===== src/rtl/smc_wr_pkg.sv =====
// Shared types and constants for the SMC write-strobe sequencer.
//   wr_state_e : sequencer phases (idle, address setup, strobe, hold)
//   CNT_W_DEF  : default width of each phase-count field
//   BE_W_DEF   : default number of byte lanes
//   N_WE_IDLE  : inactive per-lane write enable (all lanes deasserted)
//   N_WR_IDLE  : inactive write strobe level
package smc_wr_pkg;

  localparam int unsigned CNT_W_DEF = 4;
  localparam int unsigned BE_W_DEF  = 4;

  typedef enum logic [1:0] {
    StIdle,
    StSetup,
    StStrobe,
    StHold
  } wr_state_e;

  localparam logic [BE_W_DEF-1:0] N_WE_IDLE = '1;
  localparam logic                N_WR_IDLE = 1'b1;

endpackage


===== src/rtl/smc_wr_timer.sv =====
// Loadable phase down-counter for the write sequencer.
//   clk_i       : clock
//   rst_i       : asynchronous active-high reset, count returns to 0
//   load_i      : load value_i at the next edge (wins over counting)
//   value_i     : count to load (phase length minus one)
//   zero_o      : current count is 0 (last cycle of the phase)
//   zero_next_o : count will be 0 after the next edge
// The counter decrements toward 0 and then sits at 0; it never wraps.
module smc_wr_timer #(
  parameter int unsigned CNT_W = 4
) (
  input  logic             clk_i,
  input  logic             rst_i,
  input  logic             load_i,
  input  logic [CNT_W-1:0] value_i,
  output logic             zero_o,
  output logic             zero_next_o
);

  logic [CNT_W-1:0] cnt_q, cnt_d;

  always_comb begin
    cnt_d = cnt_q;
    if (load_i) begin
      cnt_d = value_i;
    end else if (cnt_q != '0) begin
      cnt_d = cnt_q - CNT_W'(1);
    end
  end

  always_ff @(posedge clk_i or posedge rst_i) begin
    if (rst_i) begin
      cnt_q <= '0;
    end else begin
      cnt_q <= cnt_d;
    end
  end

  assign zero_o      = (cnt_q == '0);
  assign zero_next_o = (cnt_d == '0);

endmodule


===== src/rtl/smc_wr_strobe_ctrl.sv =====
// Write-cycle sequencer for the static memory controller.
// Steps one write request through setup, strobe and hold phases and drives the
// registered strobe controls consumed by the write-enable gating stage.
//   hclk       : clock
//   sys_reset  : asynchronous active-high reset
//   wr_req     : write request, held until wr_ack
//   wr_be      : byte enables of the request (1 = lane written)
//   cfg_setup  : setup cycles (0 allowed)
//   cfg_strobe : strobe cycles (0 treated as 1)
//   cfg_hold   : hold cycles (0 allowed)
//   r_full     : high only during strobe
//   n_r_we     : per-lane write enable, active low, asserted only during strobe
//   n_r_wr     : write strobe, active low
//   wr_busy    : access in progress
//   wr_ack     : one-cycle pulse in the final cycle of an access
module smc_wr_strobe_ctrl
  import smc_wr_pkg::*;
#(
  parameter int unsigned CNT_W = CNT_W_DEF,
  parameter int unsigned BE_W  = BE_W_DEF
) (
  input  logic             hclk,
  input  logic             sys_reset,
  input  logic             wr_req,
  input  logic [BE_W-1:0]  wr_be,
  input  logic [CNT_W-1:0] cfg_setup,
  input  logic [CNT_W-1:0] cfg_strobe,
  input  logic [CNT_W-1:0] cfg_hold,
  output logic             r_full,
  output logic [BE_W-1:0]  n_r_we,
  output logic             n_r_wr,
  output logic             wr_busy,
  output logic             wr_ack
);

  wr_state_e        state_q, state_d;
  logic [BE_W-1:0]  be_q, be_d;
  logic [CNT_W-1:0] strobe_q, strobe_d;
  logic [CNT_W-1:0] hold_q, hold_d;

  logic             tmr_load;
  logic [CNT_W-1:0] tmr_value;
  logic             tmr_zero;
  logic             tmr_zero_next;

  logic             r_full_q, r_full_d;
  logic [BE_W-1:0]  n_r_we_q, n_r_we_d;
  logic             n_r_wr_q, n_r_wr_d;
  logic             wr_busy_q, wr_busy_d;
  logic             wr_ack_q, wr_ack_d;

  // Strobe length is at least one cycle; the counter is loaded with length - 1.
  function automatic logic [CNT_W-1:0] strobe_first(input logic [CNT_W-1:0] cnt);
    return (cnt == '0) ? '0 : cnt - CNT_W'(1);
  endfunction

  smc_wr_timer #(
    .CNT_W (CNT_W)
  ) u_timer (
    .clk_i       (hclk),
    .rst_i       (sys_reset),
    .load_i      (tmr_load),
    .value_i     (tmr_value),
    .zero_o      (tmr_zero),
    .zero_next_o (tmr_zero_next)
  );

  // State and request latch.
  always_ff @(posedge hclk or posedge sys_reset) begin
    if (sys_reset) begin
      state_q  <= StIdle;
      be_q     <= '0;
      strobe_q <= '0;
      hold_q   <= '0;
    end else begin
      state_q  <= state_d;
      be_q     <= be_d;
      strobe_q <= strobe_d;
      hold_q   <= hold_d;
    end
  end

  // Next state, request capture and phase counter loads.
  always_comb begin
    state_d   = state_q;
    be_d      = be_q;
    strobe_d  = strobe_q;
    hold_d    = hold_q;
    tmr_load  = 1'b0;
    tmr_value = '0;
    unique case (state_q)
      StIdle: begin
        if (wr_req) begin
          be_d     = wr_be;
          strobe_d = cfg_strobe;
          hold_d   = cfg_hold;
          tmr_load = 1'b1;
          if (cfg_setup != '0) begin
            state_d   = StSetup;
            tmr_value = cfg_setup - CNT_W'(1);
          end else begin
            state_d   = StStrobe;
            tmr_value = strobe_first(cfg_strobe);
          end
        end
      end
      StSetup: begin
        if (tmr_zero) begin
          state_d   = StStrobe;
          tmr_load  = 1'b1;
          tmr_value = strobe_first(strobe_q);
        end
      end
      StStrobe: begin
        if (tmr_zero) begin
          if (hold_q != '0) begin
            state_d   = StHold;
            tmr_load  = 1'b1;
            tmr_value = hold_q - CNT_W'(1);
          end else begin
            state_d = StIdle;
          end
        end
      end
      StHold: begin
        if (tmr_zero) begin
          state_d = StIdle;
        end
      end
      default: state_d = StIdle;
    endcase
  end

  // Outputs are registered, so they are derived from the state being entered.
  // The ack lands in the last cycle of the final phase: hold, or strobe when
  // the captured hold count is zero.
  always_comb begin
    r_full_d  = (state_d == StStrobe);
    n_r_wr_d  = (state_d == StStrobe) ? ~N_WR_IDLE : N_WR_IDLE;
    n_r_we_d  = (state_d == StStrobe) ? ~be_d : {BE_W{N_WR_IDLE}};
    wr_busy_d = (state_d != StIdle);
    wr_ack_d  = tmr_zero_next &&
                ((state_d == StHold) || ((state_d == StStrobe) && (hold_d == '0)));
  end

  always_ff @(posedge hclk or posedge sys_reset) begin
    if (sys_reset) begin
      r_full_q  <= 1'b0;
      n_r_we_q  <= {BE_W{N_WR_IDLE}};
      n_r_wr_q  <= N_WR_IDLE;
      wr_busy_q <= 1'b0;
      wr_ack_q  <= 1'b0;
    end else begin
      r_full_q  <= r_full_d;
      n_r_we_q  <= n_r_we_d;
      n_r_wr_q  <= n_r_wr_d;
      wr_busy_q <= wr_busy_d;
      wr_ack_q  <= wr_ack_d;
    end
  end

  assign r_full  = r_full_q;
  assign n_r_we  = n_r_we_q;
  assign n_r_wr  = n_r_wr_q;
  assign wr_busy = wr_busy_q;
  assign wr_ack  = wr_ack_q;

endmodule


===== config.mk =====
export PLATFORM = sky130hd
export DESIGN_NAME = smc_wr_strobe_ctrl
export DESIGN_NICKNAME = d
export VERILOG_FILES = /design/src/rtl/smc_wr_pkg.sv /design/src/rtl/smc_wr_timer.sv /design/src/rtl/smc_wr_strobe_ctrl.sv
export SDC_FILE = /design/constraint.sdc
export NUM_CORES = 1
export LEC_CHECK = 0
export CORE_MARGIN = 4
export CORE_UTILIZATION = 55
export CTS_BUF_LIST = sky130_fd_sc_hd__clkbuf_16
export CTS_CLUSTER_DIAMETER = 30
export DETAILED_ROUTE_END_ITERATION = 16
export MAX_ROUTING_LAYER = met4
export PLACE_DENSITY = 0.92
export SLEW_MARGIN = 20
export SYNTH_ARGS = -nofsm -noshare
export SYNTH_HDL_FRONTEND = slang
export SYNTH_SLANG_ARGS = --single-unit

===== constraint.sdc =====
create_clock -name hclk -period 5.45 [get_ports hclk]
set_input_delay 0.545 -clock hclk [delete_from_list [all_inputs] [get_ports hclk]]
set_output_delay 0.545 -clock hclk [all_outputs]
set_load 0.02 [all_outputs]

==> impl_metrics.xml <==
<?xml version="1.0" encoding="UTF-8"?>
<metrics>
  <group name="floorplan">
    <metric name="fp.dieArea" unit="um^2">3870</metric>
    <metric name="die_height" unit="um">62.2</metric>
    <metric name="die_width" unit="um">62.2</metric>
    <metric name="design.core.area" unit="um^2">2780</metric>
    <metric name="start_util" unit="%">58.2</metric>
    <metric name="design.portCount" unit="">27</metric>
    <metric name="rows" unit="">19</metric>
  </group>
  <group name="placed_design">
    <metric name="dp_worst_setup_slack" unit="ps">2630</metric>
    <metric name="place.gp.congestion" unit="">0.929</metric>
    <metric name="standard_cell_area_after_detailed_placement" unit="um^2">1870</metric>
    <metric name="dp_wirelength" unit="mm">2.98</metric>
    <metric name="placed_cells" unit="">226</metric>
    <metric name="port_buffers" unit="">26</metric>
  </group>
  <group name="sta">
    <metric name="final_min_period_over_clock_period" unit="%">45.7</metric>
    <metric name="max_clock_freq" unit="GHz">0.401</metric>
    <metric name="finalHoldViolCount" unit="">0</metric>
    <metric name="finalClockSkew" unit="ps">6.06</metric>
    <metric name="finalWorstSetupSlack" unit="ps">2960</metric>
    <metric name="slew-limit-headroom" unit="%">37.4</metric>
    <metric name="setup_total_negative_slack" unit="ps">0</metric>
    <metric name="hold_ws" unit="ps">478</metric>
    <metric name="timing.final.max_slew_violations" unit="">0</metric>
    <metric name="setup_repair_after_global_routing_missed_its_margin" unit="">no</metric>
    <metric name="post-route-min-period" unit="ps">2490</metric>
    <metric name="worstMarginPinSlew" unit="ps">938</metric>
    <metric name="report.final.setup_viol" unit="">0</metric>
  </group>
  <group name="critical_path">
    <metric name="crit_path_end_kind" unit="">register</metric>
    <metric name="rr_worst_depth" unit="">7</metric>
    <metric name="required" unit="ps">5610</metric>
    <metric name="worstSetupStartpoint" unit="">cfg_strobe[0]</metric>
    <metric name="timing.critical_path.from_type" unit="">input pin</metric>
    <metric name="setup.worst_path.class" unit="">in2reg</metric>
    <metric name="r2r-start" unit="">u_timer.cnt_q[0]</metric>
    <metric name="worst_ep_arrival_time" unit="ps">2650</metric>
    <metric name="critical_path.max_fanout" unit="">4</metric>
  </group>
  <group name="finish">
    <metric name="post-route-cell-area" unit="um^2">1990</metric>
    <metric name="post-route-util" unit="%">71.4</metric>
    <metric name="drive_gt1_share" unit="%">10.6</metric>
    <metric name="multi_input_area" unit="um^2">868</metric>
    <metric name="fillCellCount" unit="">190</metric>
    <metric name="num_antenna_cells" unit="">0</metric>
    <metric name="final_net_count" unit="">228</metric>
    <metric name="syn2layout_area_growth" unit="%">22.7</metric>
    <metric name="final_cell_count_without_fillers" unit="">230</metric>
    <metric name="regArea" unit="um^2">657</metric>
  </group>
  <group name="global_routing">
    <metric name="grt_antenna_before_repair" unit="">0</metric>
    <metric name="grt_remaining_overflow" unit="">0</metric>
    <metric name="gr-usage-all-layers" unit="%">22.7</metric>
    <metric name="grt_max_degree" unit="">27</metric>
    <metric name="grt_first_pass_wirelength" unit="mm">6.93</metric>
    <metric name="first_global_vias" unit="">1507</metric>
  </group>
  <group name="power_and_ir_drop">
    <metric name="power.total" unit="mW">1.19</metric>
    <metric name="pwr_density_cell" unit="nW/um^2">597</metric>
    <metric name="vdd_drop_max" unit="mV">0.441</metric>
    <metric name="p_leak" unit="nW">0.887</metric>
  </group>
  <group name="synthesis">
    <metric name="synth_cell_type_count" unit="">45</metric>
    <metric name="synth.avg_cell_area" unit="um^2">9.30</metric>
    <metric name="yosys_warnings" unit="">0</metric>
    <metric name="asyncSetResetFlopFracSynth" unit="%">100</metric>
    <metric name="syn_inst" unit="">174</metric>
    <metric name="synth_area" unit="um^2">1620</metric>
    <metric name="portion_of_the_post_synthesis_area_used_by_sequential_elements" unit="%">40.6</metric>
    <metric name="synth.ff_latch_count" unit="">26</metric>
    <metric name="post_synth_edffs" unit="">0</metric>
    <metric name="synth-main-ff-cell" unit="">sky130_fd_sc_hd__dfrtp_1</metric>
    <metric name="syn-num-nets" unit="">202</metric>
  </group>
  <group name="clocking">
    <metric name="clock_tree.htree_level_count" unit="">1</metric>
    <metric name="root_buffer" unit="">sky130_fd_sc_hd__clkbuf_16</metric>
    <metric name="cts_tree" unit="">yes</metric>
    <metric name="clock_path_buffers" unit="">2</metric>
    <metric name="holdBufCountCts" unit="">0</metric>
    <metric name="postCtsResizedCells" unit="">0</metric>
    <metric name="post-cts-setup-buffers" unit="">0</metric>
    <metric name="cts.clk_slew.worst_paths" unit="ps">60</metric>
    <metric name="cts_inserted_buffers" unit="">3</metric>
    <metric name="clock_latency" unit="ps">260</metric>
    <metric name="sinks_on_clock_net" unit="">26</metric>
  </group>
  <group name="detailed_routing">
    <metric name="route.antenna.remaining_nets" unit="">0</metric>
    <metric name="post-route-drc-count" unit="">0</metric>
    <metric name="drt-initial-drc-count" unit="">55</metric>
    <metric name="drtPass1Iterations" unit="">4</metric>
    <metric name="dr_total_vias" unit="">1407</metric>
    <metric name="routed_wl" unit="mm">4.21</metric>
    <metric name="wl_per_cell" unit="um">18.3</metric>
    <metric name="vias_per_cell" unit="">6.12</metric>
  </group>
  <group name="hold_path">
    <metric name="hold-path-cell-count" unit="">2</metric>
    <metric name="launch_point_of_the_worst_hold_path" unit="">be_q[0]</metric>
    <metric name="hold_path_class" unit="">reg2reg</metric>
  </group>
  <group name="flow_run">
    <metric name="timing.max_cap.violations" unit="">0</metric>
  </group>
  <group name="status">
    <metric name="run_status" unit="">complete, no violations</metric>
  </group>
</metrics>
==> worst paths after layout <==
check	endpoint	slack, ps
worst min-delay path	be_q[0]	480
min in group asynchronous	u_timer.cnt_q[2]	790
worst min register to register	be_q[0]	480
worst max-delay path	wr_ack	2960
worst max register to register	wr_ack	3180
max in group asynchronous	be_q[0]	4080
==> layer usage <==
layer / vias up / share of wire, % / GRT usage, %
met4: 0 / 5.0 / 13.0
met2: 57 / 52 / 37.4
li1: 654 / - / -
met5: - / 0 / -
met1: 676 / 39 / 25.9
met3: 20 / 4.7 / 3.78
==> Yosys cell counts (3+ instances only) <==
master	number	area share [%]
sky130_fd_sc_hd__a21oi_1	3	0.93
sky130_fd_sc_hd__nand3_1	6	1.9
sky130_fd_sc_hd__o21ai_0	10	3.1
sky130_fd_sc_hd__dfstp_2	5	8.1
sky130_fd_sc_hd__inv_1	14	3.2
sky130_fd_sc_hd__nor3_1	5	1.5
sky130_fd_sc_hd__nand2b_1	9	3.5
sky130_fd_sc_hd__ha_1	9	7.0
sky130_fd_sc_hd__nor2b_1	5	1.9
sky130_fd_sc_hd__nor3b_2	4	3.1
sky130_fd_sc_hd__buf_6	3	2.1
sky130_fd_sc_hd__nand2_1	32	7.4
sky130_fd_sc_hd__nor2_1	7	1.6
sky130_fd_sc_hd__dfrtp_1	21	32
sky130_fd_sc_hd__o22ai_1	4	1.5
==> sequential cells by signal, indices dropped and copies added, names as in the netlist <==
register and cells:
be_q 4, state_q 2, n_r_we 4, wr_busy 1, strobe_q 4, wr_ack 1, u_timer.cnt_q 4, r_full 1
n_r_wr 1, hold_q 4
==> logic make-up (layout without fill, tap and decap cells) <==
family                   Yosys count  after routing  share of synthesized area, %
buffers and inverters             20             45                          6.11
flip-flops                        26             26                          40.6
XOR/XNOR                           1              1                         0.541
multiplexers                       2              2                          1.24
adder cells (fa/ha/maj)            9              9                          6.96
AND/OR/NAND/NOR                   81             81                          27.1
AO/OA/AOI/OAI                     35             35                          17.4
==> cell usage in the layout, fill, tap and decap left out, types with 2 or more instances in the layout <==
master / count
sky130_fd_sc_hd__mux2i_1: 2
sky130_fd_sc_hd__nand2_1: 32
sky130_fd_sc_hd__dfstp_2: 5
sky130_fd_sc_hd__nor3b_2: 3
sky130_fd_sc_hd__nand3_1: 6
sky130_fd_sc_hd__a21o_1: 2
sky130_fd_sc_hd__clkbuf_16: 3
sky130_fd_sc_hd__ha_1: 9
sky130_fd_sc_hd__a21oi_1: 3
sky130_fd_sc_hd__and3_1: 2
sky130_fd_sc_hd__nor4_1: 2
sky130_fd_sc_hd__nor3_1: 5
sky130_fd_sc_hd__a221o_1: 2
sky130_fd_sc_hd__nor2_1: 7
sky130_fd_sc_hd__o22ai_1: 4
sky130_fd_sc_hd__clkdlybuf4s50_1: 26
sky130_fd_sc_hd__nor2b_1: 5
sky130_fd_sc_hd__or3b_1: 2
sky130_fd_sc_hd__o21bai_1: 2
sky130_fd_sc_hd__o21ai_0: 10
sky130_fd_sc_hd__nand2b_1: 9
sky130_fd_sc_hd__inv_1: 14
sky130_fd_sc_hd__dfrtp_1: 21
==> report_power, final <==
part           internal [mW]  switching (mW)  total, mW
Combinational          0.254           0.334      0.588
Clock                  0.146          0.0663      0.212
Sequential             0.296          0.0889      0.384
Total                  0.695           0.490       1.19
==> critical path, stage by stage <==
cell	delay [ps]
sky130_fd_sc_hd__clkdlybuf4s50_1	530
sky130_fd_sc_hd__inv_1	80
sky130_fd_sc_hd__ha_1	220
sky130_fd_sc_hd__nand2b_1	80
sky130_fd_sc_hd__o21ai_0	100
sky130_fd_sc_hd__a2111oi_1	700
sky130_fd_sc_hd__o221ai_2	200
sky130_fd_sc_hd__nor4_2	190
==> layout make-up <==
class | instances | share of cell area [%]
inverters | 15 | 2.84
clock buffers | 3 | 3.78
clock inverters | 1 | 1.51
multi-input cells | 128 | 43.7
well taps | 31 | 1.95
repair buffers | 26 | 13.1
flip-flops and latches | 26 | 33.1
No activity file was read; power rests on OpenSTA's default activity.
